==> config.mk <==
export PLATFORM = sky130hd
export DESIGN_NAME = aes_key_expander
export DESIGN_NICKNAME = d
export VERILOG_FILES = /design/src/rtl/aes_key_expander.sv
export SDC_FILE = /design/constraint.sdc
export NUM_CORES = 2
export LEC_CHECK = 0
export CAP_MARGIN = 0
export CORE_ASPECT_RATIO = 1.2
export CORE_UTILIZATION = 40
export CTS_CLUSTER_SIZE = 10
export DETAILED_ROUTE_END_ITERATION = 10
export PLACE_DENSITY = 0.54
export SLEW_MARGIN = 20
export SYNTH_ARGS = -nofsm -noshare
export SYNTH_HDL_FRONTEND = slang
export SYNTH_SLANG_ARGS = --single-unit
==> constraint.sdc <==
create_clock -name clk -period 8.5 [get_ports clk]
set_clock_uncertainty 0.1 [all_clocks]
set_input_delay 1.275 -clock clk [delete_from_list [all_inputs] [get_ports clk]]
set_output_delay 1.275 -clock clk [all_outputs]
set_load 0.03 [all_outputs]
==> src/rtl/aes_key_expander.sv <==
// Iterative AES-128/192/256 key schedule: one 32-bit word per clock into internal storage,
// with an indexed 128-bit round-key read port for the round datapath.
module aes_key_expander #(
    parameter int MAX_NK     = 8,
    parameter int RK_REG_OUT = 1
) (
    input  logic                  clk,
    input  logic                  rst_n,
    input  logic                  start,
    input  logic [1:0]            key_len,
    input  logic [32*MAX_NK-1:0]  key_in,
    output logic                  busy,
    output logic                  done,
    output logic                  err,
    output logic                  keys_valid,
    output logic [3:0]            nr_out,
    input  logic [3:0]            rk_idx,
    output logic [127:0]          rk_out
);

    localparam int DEPTH = 4 * (MAX_NK + 7);
    localparam int AW    = $clog2(DEPTH);
    localparam int WW    = $clog2(MAX_NK);

    localparam logic [0:255][7:0] SBOX = {
        128'h637c777bf26b6fc53001672bfed7ab76, 128'hca82c97dfa5947f0add4a2af9ca472c0,
        128'hb7fd9326363ff7cc34a5e5f171d83115, 128'h04c723c31896059a071280e2eb27b275,
        128'h09832c1a1b6e5aa0523bd6b329e32f84, 128'h53d100ed20fcb15b6acbbe394a4c58cf,
        128'hd0efaafb434d338545f9027f503c9fa8, 128'h51a3408f929d38f5bcb6da2110fff3d2,
        128'hcd0c13ec5f974417c4a77e3d645d1973, 128'h60814fdc222a908846eeb814de5e0bdb,
        128'he0323a0a4906245cc2d3ac629195e479, 128'he7c8376d8dd54ea96c56f4ea657aae08,
        128'hba78252e1ca6b4c6e8dd741f4bbd8b8a, 128'h703eb5664803f60e613557b986c11d9e,
        128'he1f8981169d98e949b1e87e9ce5528df, 128'h8ca1890dbfe6426841992d0fb054bb16
    };

    typedef enum logic [1:0] {IDLE, LOAD, EXPAND, FINISH} state_t;

    state_t            state, next_state;
    logic [32*MAX_NK-1:0] key_r;
    logic [31:0]       mem [DEPTH];
    logic [31:0]       win [MAX_NK];
    logic [2:0]        nk_m1;
    logic [2:0]        imod;
    logic [AW-1:0]     i_cnt;
    logic [AW-1:0]     last_idx;
    logic [7:0]        rcon;
    logic [3:0]        nk_in;
    logic              legal, accept, reject;
    logic [31:0]       prev, temp, w_new;
    logic [5:0]        last_calc;
    logic              in_range;
    logic [AW-1:0]     rd_base;
    logic [127:0]      rk_next;

    function automatic logic [31:0] sub_word(input logic [31:0] w);
        return {SBOX[w[31:24]], SBOX[w[23:16]], SBOX[w[15:8]], SBOX[w[7:0]]};
    endfunction

    function automatic logic [31:0] key_word(input logic [32*MAX_NK-1:0] k, input int n);
        return k[32*(MAX_NK-n)-1 -: 32];
    endfunction

    // A start that lands in the done cycle is dropped even though the FSM is already back in IDLE.
    assign nk_in     = {1'b0, key_len, 1'b0} + 4'd4;
    assign legal     = (key_len != 2'd3) && (nk_in <= 4'(MAX_NK));
    assign accept    = (state == IDLE) && !done && start && legal;
    assign reject    = (state == IDLE) && !done && start && !legal;
    assign last_calc = {nk_in + 4'd7, 2'b00} - 6'd1;

    always_ff @(posedge clk or negedge rst_n) begin
        if (!rst_n) state <= IDLE;
        else        state <= next_state;
    end

    always_comb begin
        next_state = state;
        case (state)
            IDLE:    if (accept) next_state = LOAD;
            LOAD:    next_state = EXPAND;
            EXPAND:  if (i_cnt == last_idx) next_state = FINISH;
            FINISH:  next_state = IDLE;
            default: next_state = IDLE;
        endcase
    end

    always_ff @(posedge clk or negedge rst_n) begin
        if (!rst_n) begin
            busy       <= 1'b0;
            done       <= 1'b0;
            err        <= 1'b0;
            keys_valid <= 1'b0;
            nr_out     <= 4'd0;
        end else begin
            done <= 1'b0;
            err  <= reject;
            if (accept) begin
                busy       <= 1'b1;
                keys_valid <= 1'b0;
                nr_out     <= nk_in + 4'd6;
            end
            if (state == FINISH) begin
                done       <= 1'b1;
                busy       <= 1'b0;
                keys_valid <= 1'b1;
            end
        end
    end

    // Window slot 0 always holds w[i-Nk] and slot Nk-1 holds w[i-1].
    always_comb begin
        prev = win[WW'(nk_m1)];
        temp = prev;
        if (imod == 3'd0)
            temp = sub_word({prev[23:0], prev[31:24]}) ^ {rcon, 24'h0};
        else if (nk_m1 == 3'd7 && imod == 3'd4)
            temp = sub_word(prev);
        w_new = win[0] ^ temp;
    end

    always_ff @(posedge clk) begin
        if (accept) begin
            key_r    <= key_in;
            nk_m1    <= 3'(nk_in - 4'd1);
            last_idx <= AW'(last_calc);
        end
        if (state == LOAD) begin
            for (int k = 0; k < MAX_NK; k++) begin
                win[WW'(k)] <= key_word(key_r, k);
                if (k <= int'(nk_m1))
                    mem[AW'(k)] <= key_word(key_r, k);
            end
            i_cnt <= AW'(nk_m1) + AW'(1);
            imod  <= 3'd0;
            rcon  <= 8'h01;
        end
        if (state == EXPAND) begin
            mem[i_cnt] <= w_new;
            for (int k = 0; k < MAX_NK - 1; k++)
                win[WW'(k)] <= win[WW'(k + 1)];
            win[WW'(nk_m1)] <= w_new;
            i_cnt <= i_cnt + AW'(1);
            imod  <= (imod == nk_m1) ? 3'd0 : imod + 3'd1;
            if (imod == 3'd0)
                rcon <= {rcon[6:0], 1'b0} ^ (rcon[7] ? 8'h1b : 8'h00);
        end
    end

    assign in_range = keys_valid && (rk_idx <= nr_out);
    assign rd_base  = in_range ? AW'({rk_idx, 2'b00}) : '0;
    assign rk_next  = in_range ? {mem[rd_base], mem[rd_base + AW'(1)],
                                  mem[rd_base + AW'(2)], mem[rd_base + AW'(3)]} : 128'h0;

    generate
        if (RK_REG_OUT != 0) begin : g_rk_reg
            always_ff @(posedge clk or negedge rst_n) begin
                if (!rst_n) rk_out <= 128'h0;
                else        rk_out <= rk_next;
            end
        end else begin : g_rk_comb
            assign rk_out = rk_next;
        end
    endgenerate

endmodule
* After elaboration in Yosys (flattened, before gate mapping)
Memories as Yosys holds them, arrays and structs flattened. A register that Yosys moved wholly into a read port is not among the register bits. Index checks and enable logic that the tools add are counted.
Word-level totals: register bits after elaboration 420, memory bits (writable) 2176, memory bits (read-only) 8192, bits of input ports 265, output and inout port bits 136, logic and storage cells 151, memories 6
Memories:
- (no name shown) | depth 256, bits a word 8, rd ports 1, clocked after memory_dff 0, wr ports 0, RTL line 56 | return {SBOX[w[31:24]], SBOX[w[23:16]], SBOX[w[15:8]], SBOX[w[7:0]]};
- (no name shown) | depth 256, bits a word 8, rd ports 1, clocked after memory_dff 0, wr ports 0, RTL line 56
- (no name shown) | depth 256, bits a word 8, rd ports 1, clocked after memory_dff 0, wr ports 0, RTL line 56
- (no name shown) | depth 256, bits a word 8, rd ports 1, clocked after memory_dff 0, wr ports 0, RTL line 56
- mem | depth 60, bits a word 32, rd ports 4, clocked after memory_dff 0, wr ports 8, RTL line 40 | logic [31:0] mem [DEPTH];
- win | depth 8, bits a word 32, rd ports 9, clocked after memory_dff 1, wr ports 8, RTL line 41 | logic [31:0] win [MAX_NK];
Cells by class: $add $sub $neg 11, $lt $le $gt $ge 13, equal/unequal tests 10, muxes and demuxes 68, bitwise operators 14, reductions and logical operators 16
Operators with widths (count):
- $mux W32 | 11
- $mux W128 | 1
- $mux W8 | 11
- $reduce_or A32 Y1 | 2
- $xor A32 B32 Y32 | 2
- $ge A9 B9 Y1 const B | 4
- $not A8 Y9 | 4
- $mux W1 | 32
- $mux W6 | 4
- $mux W3 | 5
- $add A6 B1 Y6 const B | 2
- $add A6 B2 Y6 const B | 2
- $le A3 B3 Y1 const A | 4
- $add A4 B3 Y4 const B | 2
- $pmux W2 S4 | 1
- $xor A8 B5 Y8 | 1
- $logic_and A1 B1 Y1 | 7
- $or A1 B1 Y1 | 7
- $eq A3 B3 Y1 const B | 2
- $eq A6 B6 Y1 | 1
- $le A2 B3 Y1 const A | 2
- $ne A2 B2 Y1 const B | 3
- $sub A6 B1 Y6 const B | 1
- $mux W5 | 1
- other kinds (16) | 20

* Longest topological paths before layout
word-level depth 8, depth in mapped cells 22, depth with buffers taken out 14

* Worst setup path after synthesis
OpenSTA, ideal clock, no wires.
path type input to register, start point in key_len[0], end point reg nr_out[2], setup time 0.390 ns, arrival time 7.007 ns, data required time 8.010 ns, setup slack 1.003 ns, cell stages on the path 6, buffers on the path 1, cell sequence ha_1 > inv_1 > nand2b_1 > clkbuf_1 > inv_1 > o21ai_0
On the way: cells in the longest elaborated chain, start to end 4, elaborated cells between the ends (all ways) 6, classes of those cells add/sub: 2; order compare: 1; eq/ne: 1; reduce/logical: 2
Ends and longest elaborated chain:
- start, declared | RTL line 10 | input logic [1:0] key_len,
- $add A3 B3 Y4 | RTL line 64 | assign nk_in = {1'b0, key_len, 1'b0} + 4'd4;
- $le A4 B4 Y1 | RTL line 65 | assign legal = (key_len != 2'd3) && (nk_in <= 4'(MAX_NK));
- $logic_and A1 B1 Y1 * | RTL line 65
- $logic_and A1 B1 Y1 * | RTL line 66 | assign accept = (state == IDLE) && !done && start && legal;
- via accept | RTL line 48 | logic legal, accept, reject;
- end signal, assigned | RTL line 99 | nr_out <= nk_in + 4'd6;
- end, declared | RTL line 16 | output logic [3:0] nr_out,
Mark *: on every way through the listed nets, which the timed path passes. The rest lies on a longest branch. A chain may end at the register's enable or synchronous reset.

==> key figures <==
Status
  – Outcome: completed

Place
  – Pre-CTS WS: 1.353 ns
  – Cell Count Post-Placement: 13310
  – Dpl hpwl: 347.1 mm
  – GP Congestion: 1.005
  – Port buffer count: 399

Clock tree
  – CTS resizes: 0
  – Clk root buf: clkbuf_16
  – Setup repair bufs after CTS: 0
  – Latest clock arrival within the worst-skew pair: roughly 0.90 ns
  – Hold_buf cts: 0
  – Total clock sinks: 2719
  – Max H-tree Level: 5
  – Clock slew at reported path FFs: 0.06 ns
  – CTS max path bufs: 4
  – CTS tree: built
  – Cts bufs inserted: 321

Floorplanning
  – I/O Pins: 401
  – Rows: 222
  – Die Y: ~610 um
  – Die span in x: between 500 and 600 um
  – Core area: 305300 um^2
  – Starting Density: 0.4028
  – Die Area: 309600 um^2

STA
  – Minimum clock period after layout: 7.607 ns
  – Final setup margin: 0.8935 ns
  – Final hold vios: 0
  – Final Max Tran Viols: 0
  – FMAX: 131.5 MHz
  – TNS Setup: 0 ns
  – Final worst-path cycle share: 0.8949
  – RSZ-0062 raised after global routing: no
  – Rel. slew slack: 0.1369
  – Slew @ Worst Pin: 1.295 ns
  – Final setup fails: 0

Yosys
  – Synth cell count leaders: 2572 x edfxtp_1, 1270 x nand2_1, 611 x clkbuf_1
  – Async S/R FF share, synth: 0.05039
  – Post-synth EDFFs: 2572
  – Post-synth cell types: 104
  – Top_reg_cell synth: edfxtp_1
  – Top cells by area, synth: edfxtp_1 63%, nand2_1 3.9%, mux4_2 3.0%
  – Syn Inst Count: just over 9000
  – Synth Cell Area: 123000 um^2
  – Syn Nets: 9672
  – Yosys top cell area share: 0.6281
  – Sequential area share after synthesis: 0.6577
  – Top-count cell post-synth: edfxtp_1
  – Area leader, netlist: edfxtp_1
  – Syn_area_per_cell: approximately 13 um^2
  – Yosys synthesis warning count: 0
  – #FFs+latches synth: 2719

Worst setup path
  – Crit path buf inv count: 6
  – R2R Setup Slk: approximately 0.89 ns
  – Crit path capture type: flop
  – Startpoint types: flop
  – Worst path depth: 16
  – Critical path's slowest cell: xnor2_1
  – Arrival time at the worst endpoint: 8.06 ns
  – Crit path to: mem[52][12]
  – Kind of critical path: reg2reg
  – Reg2reg path depth: 16
  – Critical path's largest stage delay: 0.96 ns
  – Critical Path RT: 8.96 ns
  – Critical path's top delay family: buffers and inverters
  – Crit-path cells: mux4_2 > inv_1 > ha_1 > buf_4 > inv_1 > nor2_1 > o21ai_0 > o21ai_0 > mux4_2 > o32ai_1 > buf_4 > o32ai_1 > o21ba_2 > xnor2_1 > inv_2 > buf_12
  – Reg2reg end: mem[52][12]
  – Critical-path maximum fanout: 42

Routing
  – Routed length per instance: 37.87 um
  – Detailed Route Iter0 Violations: roughly 14000
  – Via density per instance: about 6.5
  – DRC Markers: 0
  – Aggregate routed wire length: around 520 mm
  – DRT antenna net count: 0
  – 1st-pass router iterations: 6
  – Via Count: around 91000

GRT
  – Total track usage: 0.3304
  – First-pass GRT wire length: 714.2 mm
  – Grt ovf: 0
  – Largest net degree at the start of global routing: between 150 and 200
  – Antenna violations before repair: 43
  – Vias in the first global route: 85080

Cells and area
  – Non-filler cells, final: about 14000
  – Ratio of cells with drive above 1 in the final layout: 0.1360
  – Area growth from synthesis to layout: 15.43%
  – Fin nets: 9938

Hold path
  – Worst Hold Class: in2async

Run
  – Max Cap Viol: 0
[cell families (layout without fill, tap and decap cells)]
kind of cell,Yosys count,after routing,synth area share
AOI/OAI and AO/OA,2575,2575,0.1457
xor gates and xnor gates,57,57,0.004640
adders and majority gates,74,74,0.007530
buffers and inverters,947,1385,0.03244
DFF,2719,2719,0.6577
muxes,549,549,0.06353
other,1,35,0.00003050
and+or+nand+nor,2411,2411,0.08846
[area by class of cell]
cell class	instances	area (um^2)
repair buffers	779	7555
clock inverters	27	299.0
flip-flops and latches	2719	80870
diodes	34	85.08
fillers	26910	163300
multi-input cells	5667	38940
inverters	111	445.4
well taps	4032	5045
clock buffers	468	8700
[cells in the final DEF, fill, tap and decap left out, types with 147 or more instances in the layout]
cell and n:
nor2_1 223, buf_4 326, o21ai_0 498, a221oi_1 265
mux2i_1 186, a21oi_1 465, edfxtp_1 2572, a311oi_1 162
a211o_1 147, nand2_1 1258, mux4_2 161, nand3_1 173
clkdlybuf4s50_1 394, a31oi_1 167, mux2_2 196, a211oi_1 172
nor3_1 167, clkbuf_16 325
[sequential cells by signal, indices dropped and copies added, names as in the netlist, 3 cells and up, named ones only]
name	cells
i_cnt	6
imod	3
key_r	256
mem	2048
nr_out	3
rcon	8
rk_out	128
win	256
[metal layers]
metal,wire length (um),global-route usage
met3,50560,0.06794
met5,90,0
met2,236500,0.5051
met1,201400,0.4359
met4,35400,0.1917
[through the flow]
stage,area (um^2),hold slack [ns],utilization
final,141900,0.2734,0.4650
after CTS,141800,0.3214,0.4644
after detailed placement,132800,0.3774,0.4350
after global routing,141900,0.3043,0.4648
after floorplan,123000,0.3592,-
after global placement,132700,0.3721,0.4346
[worst min path at each step]
stage                             to  slack (ns)  depth (start not counted)
after floorplan              rcon[5]        0.36                          2
after CTS                 rk_out[93]        0.32                          1
after detailed placement     rcon[6]        0.38                          2
after global routing      rk_out[92]        0.30                          1
final                     rk_out[92]        0.27                          1
after global placement       rcon[6]        0.37                          2
Power is not shown: default switching activity piles up to over one toggle a cycle in this logic, so the estimate is an artifact.
